### src/rtl/ftdi_fifo_ctrl.sv
// FTDI FT245-style synchronous-to-asynchronous FIFO bridge.
// Moves bytes between the FTDI parallel FIFO pins (RXF#/TXE#/RD#/WR#, shared
// 8-bit bus) and a pair of single-entry valid/ready buffers on the fabric side.
// Reads and writes alternate when both are pending; every transfer is followed
// by a recovery window that also hides the synchronizer delay on RXF#/TXE#.
module ftdi_fifo_ctrl #(
  parameter int RD_PULSE = 4,  // cycles RD# is held low per read (2..15)
  parameter int WR_PULSE = 4,  // cycles WR# is held low per write (2..15)
  parameter int REC      = 3   // recovery cycles after each transfer (3..15)
) (
  input  logic       clock,
  input  logic       reset,
  input  logic       en,
  input  logic       rxf,
  input  logic       txe,
  input  logic [7:0] adbus_in,
  output logic [7:0] adbus_out,
  output logic       adbus_tri,
  output logic       ftdi_rd,
  output logic       ftdi_wr,
  output logic [7:0] rx_data,
  output logic       rx_valid,
  input  logic       rx_ready,
  input  logic [7:0] tx_data,
  input  logic       tx_valid,
  output logic       tx_ready,
  output logic       busy
);

  typedef enum logic [2:0] {
    ST_IDLE     = 3'd0,
    ST_RD_LOW   = 3'd1,
    ST_WR_SETUP = 3'd2,
    ST_WR_LOW   = 3'd3,
    ST_WR_HOLD  = 3'd4,
    ST_REC      = 3'd5
  } state_t;

  // Counters are loaded with (length - 1) and the phase ends on the cycle
  // the counter reads zero, so each phase lasts exactly its length.
  localparam logic [3:0] RD_CNT  = 4'(RD_PULSE - 1);
  localparam logic [3:0] WR_CNT  = 4'(WR_PULSE - 1);
  localparam logic [3:0] REC_CNT = 4'(REC - 1);

  state_t     state_q;
  logic [3:0] cnt_q;
  logic       ftdi_rd_q;
  logic       ftdi_wr_q;
  logic       adbus_tri_q;
  logic       busy_q;
  logic [7:0] adbus_out_q;
  logic       last_rd_q;   // 1 = most recent transfer was a read

  logic       rxf_meta_q;
  logic       rxf_s_q;
  logic       txe_meta_q;
  logic       txe_s_q;

  logic       rx_valid_q;
  logic       rx_valid_d;
  logic [7:0] rx_data_q;
  logic [7:0] rx_data_d;

  logic       hold_full_q;
  logic       hold_full_d;
  logic [7:0] hold_q;
  logic [7:0] hold_d;

  logic       rd_elig_s;
  logic       wr_elig_s;
  logic       rd_done_s;
  logic       wr_done_s;

  assign rd_elig_s = en && !rxf_s_q && !rx_valid_q;
  assign wr_elig_s = en && !txe_s_q && hold_full_q;
  assign rd_done_s = (state_q == ST_RD_LOW) && (cnt_q == 4'd0);
  assign wr_done_s = (state_q == ST_WR_HOLD);

  assign ftdi_rd   = ftdi_rd_q;
  assign ftdi_wr   = ftdi_wr_q;
  assign adbus_tri = adbus_tri_q;
  assign adbus_out = adbus_out_q;
  assign busy      = busy_q;
  assign rx_valid  = rx_valid_q;
  assign rx_data   = rx_data_q;
  assign tx_ready  = !hold_full_q;

  // Two-flop synchronizers for the asynchronous FTDI status flags (idle high).
  always_ff @(posedge clock or posedge reset) begin
    if (reset) begin
      rxf_meta_q <= 1'b1;
      rxf_s_q    <= 1'b1;
      txe_meta_q <= 1'b1;
      txe_s_q    <= 1'b1;
    end else begin
      rxf_meta_q <= rxf;
      rxf_s_q    <= rxf_meta_q;
      txe_meta_q <= txe;
      txe_s_q    <= txe_meta_q;
    end
  end

  // Transfer sequencer with all pin-facing strobes registered in-line.
  always_ff @(posedge clock or posedge reset) begin
    if (reset) begin
      state_q     <= ST_IDLE;
      cnt_q       <= 4'd0;
      ftdi_rd_q   <= 1'b1;
      ftdi_wr_q   <= 1'b1;
      adbus_tri_q <= 1'b0;
      adbus_out_q <= 8'h00;
      busy_q      <= 1'b0;
      last_rd_q   <= 1'b0;
    end else begin
      case (state_q)
        ST_IDLE: begin
          // Read wins unless a write is also pending and the last one was a read.
          if (rd_elig_s && (!wr_elig_s || !last_rd_q)) begin
            state_q   <= ST_RD_LOW;
            cnt_q     <= RD_CNT;
            ftdi_rd_q <= 1'b0;
            busy_q    <= 1'b1;
            last_rd_q <= 1'b1;
          end else if (wr_elig_s) begin
            state_q     <= ST_WR_SETUP;
            adbus_tri_q <= 1'b1;
            adbus_out_q <= hold_q;
            busy_q      <= 1'b1;
            last_rd_q   <= 1'b0;
          end else begin
            state_q <= ST_IDLE;
            busy_q  <= 1'b0;
          end
        end
        ST_RD_LOW: begin
          if (cnt_q == 4'd0) begin
            state_q   <= ST_REC;
            cnt_q     <= REC_CNT;
            ftdi_rd_q <= 1'b1;
          end else begin
            cnt_q <= cnt_q - 4'd1;
          end
        end
        ST_WR_SETUP: begin
          state_q   <= ST_WR_LOW;
          cnt_q     <= WR_CNT;
          ftdi_wr_q <= 1'b0;
        end
        ST_WR_LOW: begin
          if (cnt_q == 4'd0) begin
            state_q   <= ST_WR_HOLD;
            ftdi_wr_q <= 1'b1;
          end else begin
            cnt_q <= cnt_q - 4'd1;
          end
        end
        ST_WR_HOLD: begin
          state_q     <= ST_REC;
          cnt_q       <= REC_CNT;
          adbus_tri_q <= 1'b0;
        end
        ST_REC: begin
          if (cnt_q == 4'd0) begin
            state_q <= ST_IDLE;
            busy_q  <= 1'b0;
          end else begin
            cnt_q <= cnt_q - 4'd1;
          end
        end
        default: begin
          state_q     <= ST_IDLE;
          cnt_q       <= 4'd0;
          ftdi_rd_q   <= 1'b1;
          ftdi_wr_q   <= 1'b1;
          adbus_tri_q <= 1'b0;
          busy_q      <= 1'b0;
        end
      endcase
    end
  end

  // RX buffer next state: load at the end of a read, drain on handshake.
  always_comb begin
    rx_valid_d = rx_valid_q;
    rx_data_d  = rx_data_q;
    if (rd_done_s) begin
      rx_valid_d = 1'b1;
      rx_data_d  = adbus_in;
    end else if (rx_valid_q && rx_ready) begin
      rx_valid_d = 1'b0;
    end else begin
      rx_valid_d = rx_valid_q;
    end
  end

  // RX buffer registers.
  always_ff @(posedge clock or posedge reset) begin
    if (reset) begin
      rx_valid_q <= 1'b0;
      rx_data_q  <= 8'h00;
    end else begin
      rx_valid_q <= rx_valid_d;
      rx_data_q  <= rx_data_d;
    end
  end

  // TX holding register next state: empties after WR_HOLD; tx_ready is still
  // low on that cycle, so a clear and a new load never coincide.
  always_comb begin
    hold_full_d = hold_full_q;
    hold_d      = hold_q;
    if (wr_done_s) begin
      hold_full_d = 1'b0;
    end else if (tx_valid && tx_ready) begin
      hold_full_d = 1'b1;
      hold_d      = tx_data;
    end else begin
      hold_full_d = hold_full_q;
    end
  end

  // TX holding registers.
  always_ff @(posedge clock or posedge reset) begin
    if (reset) begin
      hold_full_q <= 1'b0;
      hold_q      <= 8'h00;
    end else begin
      hold_full_q <= hold_full_d;
      hold_q      <= hold_d;
    end
  end

endmodule

### config.mk
export PLATFORM = sky130hd
export DESIGN_NAME = ftdi_fifo_ctrl
export DESIGN_NICKNAME = d
export VERILOG_FILES = /design/src/rtl/ftdi_fifo_ctrl.sv
export SDC_FILE = /design/constraint.sdc
export NUM_CORES = 1
export LEC_CHECK = 0
export CAP_MARGIN = 20
export CORE_MARGIN = 2
export CORE_UTILIZATION = 44
export DETAILED_ROUTE_END_ITERATION = 8
export PLACE_DENSITY = 0.79
export SYNTH_ARGS = -nofsm -noshare
export SYNTH_HDL_FRONTEND = slang
export SYNTH_SLANG_ARGS = --single-unit
### constraint.sdc
create_clock -name clock -period 1.8 [get_ports clock]
set_input_delay 0.54 -clock clock [delete_from_list [all_inputs] [get_ports clock]]
set_output_delay 0.54 -clock clock [all_outputs]
set_load 0.01 [all_outputs]
==> summary.md, run 1 <==
| Metric | Value |
|---|---|
| Clock sink count | 42 |
| CTS Buf Count | 5 |
| Register area share after synthesis | 56.06% |
| Total chip power | 4.111 mW |
| Drt wl/cell | 15.83 um |
| Initial Utilization | 46.53% |
| Setup Crit Path Kind | reg -> reg |
| Final setup viols | 3 |
| Pre-CTS WS | -0.4999 ns |
| Max-cap violations | 0 |
| Power per cell area | 1520 nW/um^2 |
| Initial drt markers | 116 |
| CP Capture Type | flip-flop |
| Max Slew Vio Count | 0 |
| Synth top area share | 47.71% |
| Ant diodes | 0 |
| Fmax achieved | 524.5 MHz |
| Clock root buffer | clkbuf_8 |
| Unique cell type count in the Yosys netlist | 38 |
| Reg2reg setup slack | -0.11 ns |
| Fin worst setup slack | -0.1066 ns |
| Global-route usage over all layers | 19.16% |
| Status | finished, violations left |
| Synth async-reset ratio | 100.0% |
| Vias per cell | 5.309 |
| Final Skew | 0.008174 ns |
| Share of layout cells above drive strength 1 | 33.79% |
| Vias | 1428 |
| Synthesized Nets | 175 |
| Worst-margin pin slew | 0.3653 ns |
| RSZ-0062 raised after global routing | yes |
| Worst VDD drop | 791.5 uV |
| Initial antenna violation count | 0 |
| Number of buffers and inverters on the critical path | 2 |
| CTS H-Tree Depth | 2 |
| Post-Synth Simple-Gate Area | 8.615% |
| Hold worst-path end | txe_s_q |
| Clock transition at path regs | 0.08 ns |
| I/O pin total | 45 |
| First-pass DRT Iterations | 4 |
| Leading area contributor after synthesis | dfrtp_1 |
| Failing checks | negative setup slack |
| ANT nets after route | 0 |
| Post-synth EDFFs | 0 |
| Yosys warns | 0 |
| Final design utilization | 66.64% |
| Post-detail-place hpwl | 3032 um |
| Top cells by count, synth | dfrtp_1, mux2_2, inv_1, o21ai_0 |
| HP Start | txe_meta_q |
| Routed WL | 4258 um |
| Rel. slew slack | 75.30% |
| DIE HEIGHT | 69.51 um |
| Post-synthesis area per instance | 12.76 um^2 |
| Fillers | 301 |
| Tcrit/Tclk final | 105.9% |
| Synth top area cells | dfrtp_1, mux2_2, dfstp_2, mux2_4, ha_1 |
| Num rows | 23 |
| Vias in the first global route | 1556 |
| FF-to-FF End | cnt_q[2] |
| Deepest clock path buffer count | 2 |
| Largest family of logic cells by synthesized area | multiplexers |
| Dpl cells | 261 |
| Clock Latency Late Sink | 0.29 ns |
| Die span in x | 69.51 um |
| DRC | 0 |
| Largest net degree at the start of global routing | 43 |
| Critical-path cell with the highest stage delay | or4b_4 |
| Worst min path class | reg -> reg |
| Delay-heaviest family, CP | compound AO/OA/AOI/OAI gates |
| Critical Path, Cell by Cell | inv_2 -> ha_4 -> or4b_4 -> o2bb2a_4 -> o21a_1 -> buf_6 -> a22o_1 |
| CORE AREA | 4058 um^2 |
| Compound-Gate Fraction of Synth Area | 11.80% |
| Crit path DAT | 2.10 ns |
| CTS tree | done |
| Worst endpoint required time | 1.99 ns |
| Synth Area in Adders | 2.651% |
| R2r startpoint | cnt_q[0] |
| Final worst path period need | 1.907 ns |
| First-pass GRT wire length | 7196 um |
| Leakage power | 1.262 nW |
| Hold Fails Final Rpt | 0 |
| Post-synthesis register bit count | 42 |
| Area Growth Syn to Fin | 43.21% |
| Cells on worst reg2reg path | 7 |
| Mapped Cells | 148 |
| Most used DFF post-synth | dfrtp_1 |
| Max FO, Critical Path | 3 |
| Routability congestion estimate | 0.8998 |
| Total Die Area | 4831 um^2 |
| # nets final | 245 |
| Postcts setup bufs | 0 |
| Post-Synth XOR/XNOR Area | 0% |
| CP Launch Type | flip-flop |
| Final cell count without fillers | 269 |
| Total gr overflow | 0 |
| Cell Area, Synth | 1888 um^2 |
| Post-synthesis mux area share | 17.03% |
| Port Buf Inserts | 44 |
| Worst hold stages | 0 |
| Largest stage delay on the critical path | 0.49 ns |
| Most frequent cell after synthesis | dfrtp_1 |
## kinds of logic (layout without fill, tap and decap cells)
family,Yosys count,count (layout)
and+or+nand+nor,29,30
muxes,26,26
AOI/OAI and AO/OA,32,32
buffers and inverters,15,85
DFF,42,42
adders and majority gates,4,4
## metrics by stage
| stage | cell area, um^2 | TNS [ns] | hold WS [ns] |
|---|---|---|---|
| 3_3_place_gp | 2590 | -6.916 | 0.3454 |
| 6_report | 2704 | -0.2203 | 0.3573 |
| 4_1_cts | 2680 | -0.1772 | 0.3589 |
| 3_5_place_dp | 2590 | -7.321 | 0.3485 |
| 5_1_grt | 2704 | -0.6088 | 0.3626 |
| 2_1_floorplan | 1921 | -0.2704 | 0.3452 |
## worst max-delay path by stage
| stage | start | end | slack, ns | depth (start not counted) |
|---|---|---|---|---|
| after global routing | cnt_q[0] | cnt_q[2] | -0.17 | 7 |
| after detailed placement | en | adbus_out[2] | -0.50 | 6 |
| after global placement | en | adbus_out[7] | -0.47 | 6 |
| after floorplan | cnt_q[0] | cnt_q[0] | -0.04 | 6 |
| after CTS | cnt_q[0] | cnt_q[2] | -0.09 | 7 |
| final | cnt_q[0] | cnt_q[2] | -0.11 | 7 |
## registers in the layout, indices dropped and copies added (netlist names), 3 cells and up
name / cells
rx_data: 8
hold_q: 8
cnt_q: 4
adbus_out: 8
state_q: 3
## cell usage in the layout, fill, tap and decap left out, types with 3 or more instances in the layout
cell,count
clkbuf_1,3
o21ai_0,8
dfstp_2,6
inv_1,7
clkbuf_8,5
ha_1,3
mux2_2,16
a21oi_1,4
nor2_1,8
clkdlybuf4s50_1,36
buf_4,22
dlymetal6s2s_1,4
dlygate4sd2_1,4
dfrtp_1,35
nand2_1,8
mux2_4,9
## layer usage
metal / part of all wire, % / global-route usage [%] / wire length [um] / vias to the layer above
met4: 1.8 / 8.061 / 75 / 0
met5: 0 / 0 / 0 / -
met1: 43 / 23.28 / 1835 / 707
met2: 50 / 31.84 / 2143 / 46
met3: 4.8 / 5.523 / 204 / 11
li1: - / - / - / 664
## power breakdown
part,total (mW),internal [mW],switching [mW]
registers,1.60,1.34,0.259
clock network,0.578,0.276,0.303
logic,1.93,1.15,0.779
total,4.11,2.77,1.34
## area by class of cell
| type | instances | area [um^2] | share of cell area, % |
|---|---|---|---|
| clock buffers | 8 | 80.08 | 2.962 |
| flip-flops and latches | 42 | 1060 | 39.19 |
| multi-input cells | 92 | 825.8 | 30.54 |
| inverters | 9 | 33.78 | 1.249 |
| repair buffers | 68 | 641.9 | 23.74 |
| well taps | 50 | 62.56 | 2.314 |
## what timing repair did
action / 4_1_cts / 5_1_grt
pin swaps: 3 / 2
setup endpoints to repair: 16 / 21
hold buffers: 0 / 0
gates resized for setup: 12 / 8
hold endpoints to repair: 0 / 0
cloned: 1 / 0
Power figures use the tool's default switching activity.
==> run 2, diff against run 1 <==
CTS_BUF_LIST = sky130_fd_sc_hd__clkbuf_16   (was default)
GPL_ROUTABILITY_DRIVEN = 0   (was default)
SKIP_CTS_REPAIR_TIMING = 1   (was default)
==> run 2 against run 1 <==
  * The run still ends with negative setup slack left
  * First-iteration DRC count decreased by 1.7%
  * Non-clock buffer count increased by 5
  * Cell count increased by 1.5%
  * Largest cell class unchanged
==> summary.md, run 2 (synthesized netlist as in run 1, its figures left out) <==
| Metric | Value |
|---|---|
| Status | finished, violations left |
| Failing checks | negative setup slack |
| Deepest clock path buffer count | 2 (unchanged) |
| Total Die Area | 4831 um^2 (unchanged) |
| Critical-path cell with the highest stage delay | or4b_4 |
| Critical Path Source | cnt_q[0] |
| FF-to-FF End | cnt_q[2] |
| Ant diodes | 0 (unchanged) |
| Global-route usage over all layers | 19.78% (+0.63 points) |
| Rel. slew slack | 72.84% (-2.5 points) |
| Initial Utilization | 46.53% (unchanged) |
| Final setup viols | 11 (+8) |
| Clock sink count | 42 (unchanged) |
| Hold worst-path end | txe_s_q |
| Drt wl/cell | 16.68 um (+5.4%) |
| Worst min path class | reg -> reg |
| Dpl cells | 261 (unchanged) |
| Worst VDD drop | 853.9 uV (+7.9%) |
| # nets final | 249 (+1.6%) |
| Tcrit/Tclk final | 104.2% (-1.7 points) |
| Critical Path, Cell by Cell | inv_2 -> ha_4 -> or4b_4 -> o2bb2a_4 -> o21a_1 -> buf_6 -> a22o_1 |
| First-pass GRT wire length | 7452 um (+3.6%) |
| Most frequent cells in the layout | clkdlybuf4s50_1, dfrtp_1, buf_4 |
| Share of layout cells above drive strength 1 | 35.43% (+1.6 points) |
| Num rows | 23 (unchanged) |
| Leakage power | 1.330 nW (+5.4%) |
| Initial drt markers | 114 (-1.7%) |
| HP Start | txe_meta_q |
| CP Launch Type | flip-flop |
| Post-route cell area | 2845 um^2 (+5.2%) |
| CORE AREA | 4058 um^2 (unchanged) |
| Post-detail-place hpwl | 3174 um (+4.7%) |
| Worst-margin pin slew | 0.4017 ns (+0.03647 ns) |
| Commonest non-fill, non-tap cell in the layout | clkdlybuf4s50_1 |
| Worst hold stages | 0 (unchanged) |
| Routed WL | 4554 um (+7.0%) |
| Final cell count without fillers | 273 (+1.5%) |
| Reg2reg setup slack | -0.08 ns (+0.03 ns) |
| CP Capture Type | flip-flop |
| Die span in x | 69.51 um (unchanged) |
| Largest net degree at the start of global routing | 43 (unchanged) |
| Worst endpoint required time | 1.97 ns (-0.02 ns) |
| Max-cap violations | 0 (unchanged) |
| DRC | 0 (unchanged) |
| Port Buf Inserts | 44 (unchanged) |
| RSZ-0062 raised after global routing | yes |
| Vias in the first global route | 1554 (-0.13%) |
| Final Skew | 0.007900 ns (-0.0002733 ns) |
| Vias | 1433 (+0.35%) |
| Setup Crit Path Kind | reg -> reg |
| Fmax achieved | 533.2 MHz (+1.7%) |
| Max Slew Vio Count | 0 (unchanged) |
| CTS tree | done |
| ANT nets after route | 0 (unchanged) |
| Area Growth Syn to Fin | 50.70% |
| Number of buffers and inverters on the critical path | 2 (unchanged) |
| CTS Buf Count | 5 (unchanged) |
| Vias per cell | 5.249 (-1.1%) |
| Power per cell area | 1618 nW/um^2 (+6.4%) |
| Placed Area | 2590 um^2 (unchanged) |
| Initial antenna violation count | 0 (unchanged) |
| Clock transition at path regs | 0.06 ns (-0.02 ns) |
| Final design utilization | 70.12% (+3.5 points) |
| I/O pin total | 45 (unchanged) |
| Min Hold Slack | 0.3562 ns (-0.001140 ns) |
| Delay-heaviest family, CP | compound AO/OA/AOI/OAI gates |
| Total gr overflow | 0 (unchanged) |
| Cells on worst reg2reg path | 7 (unchanged) |
| Fin worst setup slack | -0.07555 ns (+0.03102 ns) |
| Max FO, Critical Path | 3 (unchanged) |
| Crit path DAT | 2.04 ns (-0.06 ns) |
| Total chip power | 4.603 mW (+12%) |
| First-pass DRT Iterations | 4 (unchanged) |
| Clock root buffer | clkbuf_16 |
| Fillers | 280 (-7.0%) |
| R2r startpoint | cnt_q[0] |
| CTS H-Tree Depth | 2 (unchanged) |
| Largest stage delay on the critical path | 0.49 ns (about the same) |
| Hold Fails Final Rpt | 0 (unchanged) |
| DIE HEIGHT | 69.51 um (unchanged) |
| Clock Latency Late Sink | 0.28 ns (about the same) |
| Final worst path period need | 1.876 ns (-0.03102 ns) |
run 2: area by class of cell:
| class | count | area (um^2) | area share, % |
|---|---|---|---|
| Multi-Input combinational cell | 91 | 808.3 | 28.41 |
| Tap cell | 50 | 62.56 | 2.199 |
| Timing Repair Buffer | 73 | 716.9 | 25.20 |
| Clock buffer | 5 | 125.1 | 4.398 |
| Sequential cell | 42 | 1059 | 37.20 |
| Clock inverter | 3 | 40.04 | 1.407 |
| Inverter | 9 | 33.78 | 1.187 |
run 2: worst max-delay path by stage:
| stage | endpoint | cells after the start |
|---|---|---|
| after floorplan | cnt_q[0] | 6 |
| after global placement | adbus_out[4] | 6 |
| after detailed placement | adbus_out[3] | 6 |
| after CTS | adbus_out[3] | 6 |
| after global routing | cnt_q[2] | 7 |
| final | cnt_q[2] | 7 |
run 2: worst reg2reg max path, stage by stage (launching register included):
cell and delay (ns):
dfrtp_1 0.39, inv_2 0.09, ha_4 0.13, or4b_4 0.49, o2bb2a_4 0.22, o21a_1 0.13
buf_6 0.13, a22o_1 0.19
run 2: report_power, final:
| group | internal (mW) | switching [mW] |
|---|---|---|
| logic | 1.20 | 0.801 |
| clock network | 0.649 | 0.353 |
| registers | 1.34 | 0.260 |
| total | 3.19 | 1.41 |
run 2: through the flow:
step | setup TNS (ns) | setup slack (ns)
detailed placement | -7.364 | -0.5029
finish | -0.4398 | -0.07555
floorplan | -0.2704 | -0.03718
global route | -0.7035 | -0.1425
CTS | -2.779 | -0.2271
global placement | -6.856 | -0.4766
run 2: layer usage:
metal,track usage [%],wire (um),vias up
li1,-,-,679
met1,23.27,1856,707
met2,34.62,2443,41
met3,5.087,201,6
met4,7.407,53,0
met5,0,0,-
==> run 3, diff against run 2 <==
CORE_MARGIN = default   (was 2)
==> run 3 against run 2 <==
  * The run still ends with negative setup slack left
  * First-iteration DRC count decreased by 12%
  * Global-route usage increased by 1.9 points
  * Sequential power about the same
  * Combinational power about the same
  * Largest power group unchanged
==> summary.md, run 3 (synthesized netlist as in run 1, its figures left out) <==
| Metric | Value |
|---|---|
| Area occupied by multi-input gates | 799.5 um^2 (-1.1%) |
| Routed WL | 4592 um (+0.83%) |
| Total gr overflow | 0 (unchanged) |
| Rel. slew slack | 68.86% (-4.0 points) |
| Initial drt markers | 100 (-12%) |
| CTS H-Tree Depth | 2 (unchanged) |
| Power per cell area | 1630 nW/um^2 (+0.73%) |
| Clock transition at path regs | 0.06 ns (about the same) |
| Reg power frac | 34.9% (about the same) |
| Failing checks | negative setup slack |
| Sw Pwr | 1.434 mW (+1.4%) |
| Deepest clock path buffer count | 2 (unchanged) |
| Vias | 1453 (+1.4%) |
| Worst min path class | reg -> reg |
| Ant diodes | 0 (unchanged) |
| Most frequent cells in the layout | clkdlybuf4s50_1, dfrtp_1, buf_4 |
| RSZ-0062 raised after global routing | yes |
| Fmax achieved | 532.7 MHz (about the same) |
| Largest net degree at the start of global routing | 25 (-42%) |
| Vias per cell | 5.303 (+1.0%) |
| Setup Crit Path Kind | reg -> reg |
| Sw frac | 31.09% (+0.37 points) |
| ANT nets after route | 0 (unchanged) |
| Final setup viols | 2 (-9) |
| Area Growth Syn to Fin | 49.83% |
| CORE AREA | 4058 um^2 (unchanged) |
| Initial antenna violation count | 0 (unchanged) |
| Initial Utilization | 46.53% (unchanged) |
| Share of layout cells above drive strength 1 | 34.82% (-0.60 points) |
| Commonest non-fill, non-tap cell in the layout | clkdlybuf4s50_1 |
| Fin worst setup slack | -0.07716 ns (-0.001617 ns) |
| Hold Fails Final Rpt | 0 (unchanged) |
| Crit path DAT | 2.04 ns (about the same) |
| # nets final | 250 (+0.40%) |
| CTS tree | done |
| Final cell count without fillers | 274 (+0.37%) |
| Port Buf Inserts | 44 (unchanged) |
| Final Skew | 0.006302 ns (-0.001598 ns) |
| Leakage power | 1.315 nW (-1.2%) |
| Global-route usage over all layers | 21.68% (+1.9 points) |
| Total chip power | 4.611 mW (+0.16%) |
| Clock sink count | 42 (unchanged) |
| Clock Latency Late Sink | 0.28 ns (about the same) |
| Dpl cells | 262 (+0.38%) |
| Status | finished, violations left |
| Drt wl/cell | 16.76 um (+0.47%) |
| Fillers | 251 (-10%) |
| CP Capture Type | flip-flop |
| Clock share of power | 21.9% (about the same) |
| Worst-margin pin slew | 0.4606 ns (+0.05886 ns) |
| Vias in the first global route | 1515 (-2.5%) |
| Register area | 1059 um^2 (unchanged) |
| First-pass GRT wire length | 6927 um (-7.0%) |
| Max FO, Critical Path | 3 (unchanged) |
| DIE HEIGHT | 67.51 um (-2.9%) |
| Worst VDD drop | 837.0 uV (-2.0%) |
| CTS Buf Count | 5 (unchanged) |
| Combinational Power Share | 43.2% (-0.2 points) |
| Worst endpoint required time | 1.97 ns (about the same) |
| Post-detail-place hpwl | 3324 um (+4.7%) |
| Num rows | 23 (unchanged) |
| CP Launch Type | flip-flop |
| Final worst path period need | 1.877 ns (+0.001617 ns) |
| Tcrit/Tclk final | 104.3% (about the same) |
| Max Slew Vio Count | 0 (unchanged) |
| I/O pin total | 45 (unchanged) |
| Clock root buffer | clkbuf_16 |
| Max-cap violations | 0 (unchanged) |
| Total Die Area | 4557 um^2 (-5.7%) |
| Power Internal | 3.177 mW (-0.38%) |
| Die span in x | 67.51 um (-2.9%) |
| First-pass DRT Iterations | 4 (unchanged) |
| DRC | 0 (unchanged) |
[run 3: worst paths after layout]
path / slack (ns) / start / depth (start not counted) / endpoint
worst max-delay path: -0.08 / cnt_q[0] / 6 / cnt_q[0]
worst min-delay path: 0.36 / rxf_meta_q / 0 / rxf_s_q
worst max register to register: -0.08 / cnt_q[0] / 6 / cnt_q[0]
worst min register to register: 0.36 / rxf_meta_q / 0 / rxf_s_q
max in group asynchronous: 0.88 / reset / 3 / txe_s_q
min in group asynchronous: 0.60 / reset / 3 / hold_q[3]
[run 3: layout make-up]
class,count,area share (%)
inverters,9,1.194
multi-input cells,91,28.26
clock inverters,3,1.415
well taps,50,2.211
flip-flops and latches,42,37.42
clock buffers,5,4.423
repair buffers,74,25.08
[run 3: worst max-delay path: stages (launching register included)]
cell and delay (ns):
dfrtp_1 0.38, inv_2 0.08, ha_4 0.13, or4b_4 0.49, o2bb2a_4 0.22, o21a_1 0.13, mux2_1 0.32
[run 3: per-layer routing]
metal / global-route usage, % / up-vias / routed length, um
li1: - / 677 / -
met1: 24.54 / 717 / 1817
met2: 36.14 / 48 / 2458
met3: 6.419 / 11 / 211
met4: 12.23 / 0 / 104
met5: 0 / - / 0
[run 3: power by group through the flow]
| stage | registers (mW) | logic (mW) | clock network (mW) |
|---|---|---|---|
| after floorplan | 1.66 | 0.922 | 0 |
| after global placement | 1.58 | 1.81 | 0 |
| after detailed placement | 1.61 | 1.92 | 0 |
| after CTS | 1.61 | 1.93 | 1.03 |
| after global routing | 1.65 | 2.14 | 1.08 |
| final | 1.61 | 1.99 | 1.01 |
[run 3: through the flow]
stage               instance area, um^2  hold slack, ns  worst slack, ns  setup TNS [ns]  utilization (%)
floorplan                          1921          0.3452         -0.03718         -0.2704                -
global placement                   2597          0.3470          -0.4773          -6.882            64.01
detailed placement                 2597          0.3497          -0.5281          -7.935            64.01
CTS                                2763          0.3590          -0.2396          -2.929            68.09
global route                       2829          0.3595          -0.1034         -0.2679            69.72
finish                             2829          0.3564         -0.07716         -0.1515            69.72
